## config.mk

```make
export PLATFORM = sky130hd
export DESIGN_NAME = lcd_spi_multi_serializer
export DESIGN_NICKNAME = d
export VERILOG_FILES = /design/src/rtl/lcd_spi_multi_serializer.sv
export SDC_FILE = /design/constraint.sdc
export NUM_CORES = 1
export LEC_CHECK = 0
export BUFFER_PORTS_ARGS = -buffer_cell sky130_fd_sc_hd__clkbuf_2
export CAP_MARGIN = 20
export CELL_PAD_IN_SITES_DETAIL_PLACEMENT = 0
export CELL_PAD_IN_SITES_GLOBAL_PLACEMENT = 2
export CORE_MARGIN = 2
export CORE_UTILIZATION = 38
export CTS_BUF_LIST = sky130_fd_sc_hd__clkbuf_16
export CTS_CLUSTER_SIZE = 25
export DETAILED_ROUTE_END_ITERATION = 16
export GPL_ROUTABILITY_DRIVEN = 0
export PLACE_DENSITY = 0.87
export SLEW_MARGIN = 10
export SYNTH_ARGS = -nofsm -noshare
export SYNTH_HDL_FRONTEND = slang
export SYNTH_SLANG_ARGS = --single-unit
export TNS_END_PERCENT = 20
```

## constraint.sdc

```tcl
create_clock -name mclk -period 3.4 [get_ports mclk]
set_input_delay 0.85 -clock mclk [delete_from_list [all_inputs] [get_ports mclk]]
set_output_delay 0.85 -clock mclk [all_outputs]
set_load 0.005 [all_outputs]
```

## src/rtl/lcd_spi_multi_serializer.sv

```systemverilog
// SPI mode-0 serializer that sends 8/16-bit words, MSB first, to one of NUM_LCDS panels sharing sclk/data/dc.
// Words to the same panel stream with CS held low. A panel switch or an empty input inserts a timed CS hold and gap.
module lcd_spi_multi_serializer #(
  parameter int NUM_LCDS = 4,
  parameter int SEL_W    = 2,
  parameter int CLK_DIV  = 2,
  parameter int CS_HOLD  = 2,
  parameter int CS_GAP   = 2
) (
  input  logic                mclk,
  input  logic                s00_axi_aresetn,
  input  logic                cmd_valid,
  output logic                cmd_ready,
  input  logic [15:0]         cmd_data,
  input  logic                cmd_wide,
  input  logic                cmd_dc,
  input  logic [SEL_W-1:0]    cmd_sel,
  output logic                lcd_sclk,
  output logic                lcd_data,
  output logic                lcd_dc,
  output logic [NUM_LCDS-1:0] lcd_cs_n,
  output logic                busy
);

  localparam logic [7:0] DIV_LAST  = 8'(CLK_DIV - 1);
  localparam logic [7:0] HOLD_LAST = 8'(CS_HOLD - 1);
  localparam logic [7:0] GAP_LAST  = 8'(CS_GAP - 1);

  typedef enum logic [2:0] {IDLE, SHIFT, DONE, HOLD, GAP} state_t;

  state_t           state, state_nxt;
  logic [15:0]      shreg;
  logic [3:0]       bit_cnt;
  logic [7:0]       div_cnt;
  logic [7:0]       tmr;
  logic             sclk_q, data_q, dc_q;
  logic [SEL_W-1:0] sel_q;
  logic             ready_c, accept, sel_match, half_end, last_half, cs_on;

  always_ff @(posedge mclk or negedge s00_axi_aresetn) begin
    if (!s00_axi_aresetn) state <= IDLE;
    else                  state <= state_nxt;
  end

  always_comb begin
    state_nxt = state;
    ready_c   = 1'b0;
    accept    = 1'b0;
    sel_match = (cmd_sel == sel_q);
    half_end  = (div_cnt == DIV_LAST);
    last_half = half_end && sclk_q && (bit_cnt == 4'd0);
    case (state)
      IDLE: begin
        ready_c = 1'b1;
        if (cmd_valid) begin
          accept    = 1'b1;
          state_nxt = SHIFT;
        end
      end
      SHIFT: if (last_half) state_nxt = DONE;
      // A same-panel word chains straight into SHIFT; a differing panel is refused here
      DONE: begin
        ready_c = sel_match;
        if (cmd_valid && sel_match) begin
          accept    = 1'b1;
          state_nxt = SHIFT;
        end else if (CS_HOLD == 0) begin
          state_nxt = GAP;
        end else begin
          state_nxt = HOLD;
        end
      end
      HOLD:    if (tmr == HOLD_LAST) state_nxt = GAP;
      GAP:     if (tmr == GAP_LAST)  state_nxt = IDLE;
      default: state_nxt = IDLE;
    endcase
  end

  always_ff @(posedge mclk or negedge s00_axi_aresetn) begin
    if (!s00_axi_aresetn) begin
      shreg   <= '0;
      bit_cnt <= '0;
      div_cnt <= '0;
      sclk_q  <= 1'b0;
      data_q  <= 1'b0;
      dc_q    <= 1'b0;
      sel_q   <= '0;
    end else if (accept) begin
      div_cnt <= '0;
      sclk_q  <= 1'b0;
      dc_q    <= cmd_dc;
      sel_q   <= cmd_sel;
      if (cmd_wide) begin
        data_q  <= cmd_data[15];
        shreg   <= {cmd_data[14:0], 1'b0};
        bit_cnt <= 4'd15;
      end else begin
        data_q  <= cmd_data[7];
        shreg   <= {cmd_data[6:0], 9'd0};
        bit_cnt <= 4'd7;
      end
    end else if (state == SHIFT) begin
      if (!half_end) begin
        div_cnt <= div_cnt + 8'd1;
      end else begin
        div_cnt <= '0;
        sclk_q  <= !sclk_q;
        // Next bit appears only as sclk falls, keeping data stable through the high phase
        if (sclk_q && (bit_cnt != 4'd0)) begin
          data_q  <= shreg[15];
          shreg   <= {shreg[14:0], 1'b0};
          bit_cnt <= bit_cnt - 4'd1;
        end
      end
    end
  end

  always_ff @(posedge mclk or negedge s00_axi_aresetn) begin
    if (!s00_axi_aresetn)                            tmr <= '0;
    else if (state_nxt != state)                     tmr <= '0;
    else if ((state == HOLD || state == GAP) && tmr != 8'hFF) tmr <= tmr + 8'd1;
  end

  assign cs_on = (state == SHIFT) || (state == DONE) || (state == HOLD);

  // Out-of-range selects match no index, so the word is clocked out with every CS high
  always_comb begin
    lcd_cs_n = '1;
    for (int i = 0; i < NUM_LCDS; i++) begin
      if (cs_on && (sel_q == SEL_W'(i))) lcd_cs_n[i] = 1'b0;
    end
  end

  assign lcd_sclk  = sclk_q;
  assign lcd_data  = data_q;
  assign lcd_dc    = (state == DONE && accept) ? cmd_dc : dc_q;
  assign busy      = (state != IDLE);
  assign cmd_ready = s00_axi_aresetn && ready_c;

endmodule

```

==> summary.md <==
| Metric | Value |
|---|---|
| XOR/XNOR Fraction of Synth Area | `0.0173` |
| Worst voltage drop across the vdd grid | `0.346 mV` |
| Finish-stage setup viols | `0` |
| Iteration count of the initial detailed-routing pass | `4` |
| End point of the worst hold path | `div_cnt[7]$_DFFE_PN0P_` |
| Number of gates resized after cts | `0` |
| Logic depth of the worst register-to-register path | `6` |
| Synth Area in Simple Gates | `0.247` |
| Number of global-route vias before repair | `2,138` |
| Worst hold path cell count | `1` |
| Relative slew slack | `0.479` |
| Number of nets with antenna violations after routing | `0` |
| Pin slew with the least headroom to its limit | `~780 ps` |
| Die H | `85.6 microns` |
| Ratio of routed vias to standard cells | `5.89` |
| Yosys cell types | `between 50 and 60` |
| Total congestion overflow | `0` |
| Synth Flop Type | `sky130_fd_sc_hd__dfrtp_1` |
| Area enclosed by the die boundary | `approximately 0.0073 sq mm` |
| Number of buffers on the longest clock path | `2` |
| Type of the worst setup path | `input pin to primary output` |
| Number of cell rows | `29` |
| Fraction of registers with async set/reset | `1.00` |
| Cell type with the largest total area after synthesis | `sky130_fd_sc_hd__dfrtp_1` |
| Reg-to-reg critical path startpoint | `bit_cnt[0]$_DFFE_PN0P_` |
| Detailed Place HPWL | `4220 microns` |
| P per Cell Area | `686 mW/mm^2` |
| Endpoint kind of the worst setup timing path | `primary output` |
| Max_cap viols | `0` |
| Share of layout cells above drive strength 1 | `0.186` |
| Data arrival time of the critical path | `1990 ps` |
| Largest net degree at the start of global routing | `44` |
| CTS H-tree depth | `2` |
| Number of buffer cells added on primary ports | `31` |
| Count of hold buffers inserted by post-cts repair | `0` |
| Initial antenna violation count | `0` |
| Number of buffers created by CTS | `5` |
| Synth warn | `0` |
| Vias | `2,227` |
| DR DRC count | `0` |
| Result of the run | `finished clean` |
| Total power consumption of the routed design | `slightly below 0.002 W` |
| RSZ-0062 raised after global routing | `no` |
| Total core area | `between 0.006 and 0.007 sq mm` |
| Final-report hold violation count | `0` |
| Biggest area contributors in the synthesized netlist | `sky130_fd_sc_hd__dfrtp_1, sky130_fd_sc_hd__nand3_1, sky130_fd_sc_hd__o21ai_0` |
| Setup ws final | `556 ps` |
| Setup TNS Final | `0 ps` |
| Adder and majority gate portion of the synthesized area | `0.0297` |
| Sequential share of the synthesized area | `0.426` |
| Max Transition Viols Final | `0` |
| Finished layout cell area | `0.00290 sq mm` |
| Final worst-path cycle share | `0.836` |
| Most common library cells after synthesis | `sky130_fd_sc_hd__dfrtp_1, sky130_fd_sc_hd__nand2_1, sky130_fd_sc_hd__nand3_1, sky130_fd_sc_hd__o21ai_0` |
| Number of clock sinks seen by CTS | `43` |
| Combinational family with the most area after synthesis | `simple AND/OR/NAND/NOR gates` |
| Multiplexer share of the synthesized area | `0.0218` |
| Hold Worst Slack | `510 ps` |
| Peak Freq | `352 MHz` |
| Synthesized-area fraction occupied by ao, oa, aoi and oai cells | `0.220` |
| Clk Latency, worst-skew pair | `about 280 ps` |
| HP Start | `div_cnt[7]$_DFFE_PN0P_` |
| Most common cell in the netlist | `sky130_fd_sc_hd__dfrtp_1` |
| Post-Route Skew | `around 3.5 ps` |
| Minimum period implied by the final worst setup slack | `2840 ps` |
| Endpoint of the most critical register-to-register path | `shreg[3]$_DFFE_PN0P_` |
| Mapped Avg Cell Area | `9.20 sq um` |
| Sort of element at the start of the critical path | `input pin` |
| Fraction of synthesized cell area taken by the top area cell type | `0.426` |
| # IOs | `32` |
| Die W | `85.6 microns` |
| Area Overhead vs Synth | `14.7%` |
| Number of enable flip-flop cells after synthesis | `0` |
| Nets | `330` |
| Path class of the lowest-slack min-delay path | `flip-flop to flip-flop` |
| Cell area after synthesis | `approximately 0.0025 sq mm` |
| Post-CTS Repair Setup Buffers | `0` |
| First-iteration detailed-routing DRC count | `93` |
| Synth Net Count | `304` |
| Wire length of the first global-routing pass | `between 10,000 and 15,000 microns` |
| Fillers | `638` |
| Largest fanout of any net on the critical path | `9` |
| P_leak | `1.23 nW` |
| Detailed-route wire length per cell | `about 16 microns` |
| Clk root buf | `sky130_fd_sc_hd__clkbuf_16` |
| Seq cells post-synth | `43` |
| Antenna Cells | `0` |
| Clock tree from TritonCTS | `built` |
| Post-placement setup slack | `around 560 ps` |
| Required time of the critical path | `between 2000 and 3000 ps` |
| Internal reg-to-reg setup slack | `990 ps` |
| Number of standard cells after synthesis | `around 280` |
| Overall global routing resource usage | `0.177` |
| Routed Wire Length | `6150 microns` |
| Worst-path clk slew | `60 ps` |
| Area after DPL | `0.00274 sq mm` |
| Starting Density | `0.396` |
-- registers in the layout, summed over array words and instances (netlist names) --
register	cells
lcd_data	1
lcd_sclk	1
sel_q	2
tmr	8
dc_q	1
bit_cnt	4
state	3
shreg	15
div_cnt	8
-- power by group --
| group | leakage (nW) | internal [W] | switching (W) | total (W) |
|---|---|---|---|---|
| registers | 0.548 | 0.000681 | 0.000150 | 0.000831 |
| logic | 0.599 | 0.000281 | 0.000350 | 0.000631 |
| clock network | 0.0811 | 0.000340 | 0.000188 | 0.000527 |
| total | 1.23 | 0.00130 | 0.000688 | 0.00199 |
-- layout by cell type, fill, tap and decap left out, types with 2 or more instances in the layout --
cell type	synthesis	final
sky130_fd_sc_hd__a2111oi_0	9	9
sky130_fd_sc_hd__a21oi_1	13	13
sky130_fd_sc_hd__a221o_1	7	7
sky130_fd_sc_hd__a22oi_1	3	3
sky130_fd_sc_hd__a31oi_1	12	12
sky130_fd_sc_hd__and3_1	7	7
sky130_fd_sc_hd__and4_1	2	2
sky130_fd_sc_hd__buf_4	1	4
sky130_fd_sc_hd__clkbuf_16	0	5
sky130_fd_sc_hd__clkbuf_2	0	31
sky130_fd_sc_hd__dfrtp_1	43	43
sky130_fd_sc_hd__ha_1	6	6
sky130_fd_sc_hd__inv_1	8	9
sky130_fd_sc_hd__mux2_2	4	4
sky130_fd_sc_hd__nand2_1	20	20
sky130_fd_sc_hd__nand2b_1	2	2
sky130_fd_sc_hd__nand3_1	19	19
sky130_fd_sc_hd__nand4_1	4	4
sky130_fd_sc_hd__nor2_1	13	13
sky130_fd_sc_hd__nor2b_1	8	8
sky130_fd_sc_hd__nor3_1	9	9
sky130_fd_sc_hd__nor3b_2	2	2
sky130_fd_sc_hd__nor4_1	3	3
sky130_fd_sc_hd__o21ai_0	17	17
sky130_fd_sc_hd__o22ai_1	2	2
sky130_fd_sc_hd__o31ai_1	4	4
sky130_fd_sc_hd__or2_2	4	4
sky130_fd_sc_hd__or3_1	9	9
sky130_fd_sc_hd__or4_1	3	3
sky130_fd_sc_hd__xnor2_1	4	4
-- worst max-delay path by stage --
stage | from | endpoint | slack [ps]
after floorplan | cmd_sel[0] | cmd_ready | 720
after global placement | cmd_valid | lcd_dc | 580
after detailed placement | cmd_valid | lcd_dc | 560
after CTS | cmd_valid | lcd_dc | 550
after global routing | cmd_valid | lcd_dc | 470
final | cmd_valid | lcd_dc | 560
-- stage by stage --
stage	utilization	cells
finish	0.454	378
global route	0.454	378
CTS	0.454	378
detailed placement	0.429	371
global placement	0.429	371
floorplan	-	275
-- per-layer routing --
metal / vias up / part of all wire / global-route usage
met5: - / 0 / 0
met1: 1071 / 0.50 / 0.255
met4: 0 / 0.0080 / 0.0462
met3: 6 / 0.045 / 0.0414
li1: 1098 / - / -
met2: 52 / 0.44 / 0.270
-- kinds of logic after synthesis --
family          Yosys count
buf+inv                  24
flops                    43
simple gates            112
mux                       5
xor+xnor                  5
fa+ha+maj                 6
compound gates           80
-- final cells by class --
type                    count  area [sq um]  area share
inverters                   8          30.0      0.0104
clock buffers               5           125      0.0431
clock inverters             2          33.8      0.0116
well taps                  77          96.3      0.0332
repair buffers             35           185      0.0638
flip-flops and latches     43          1080       0.371
multi-input cells         208          1350       0.467
-- worst max-delay path, cell delays in order --
cell and delay (ps):
sky130_fd_sc_hd__clkbuf_2 100, sky130_fd_sc_hd__nor3b_2 470, sky130_fd_sc_hd__nand4_1 170, sky130_fd_sc_hd__mux2_2 300, sky130_fd_sc_hd__clkbuf_2 110
Power figures use the tool's default switching activity.
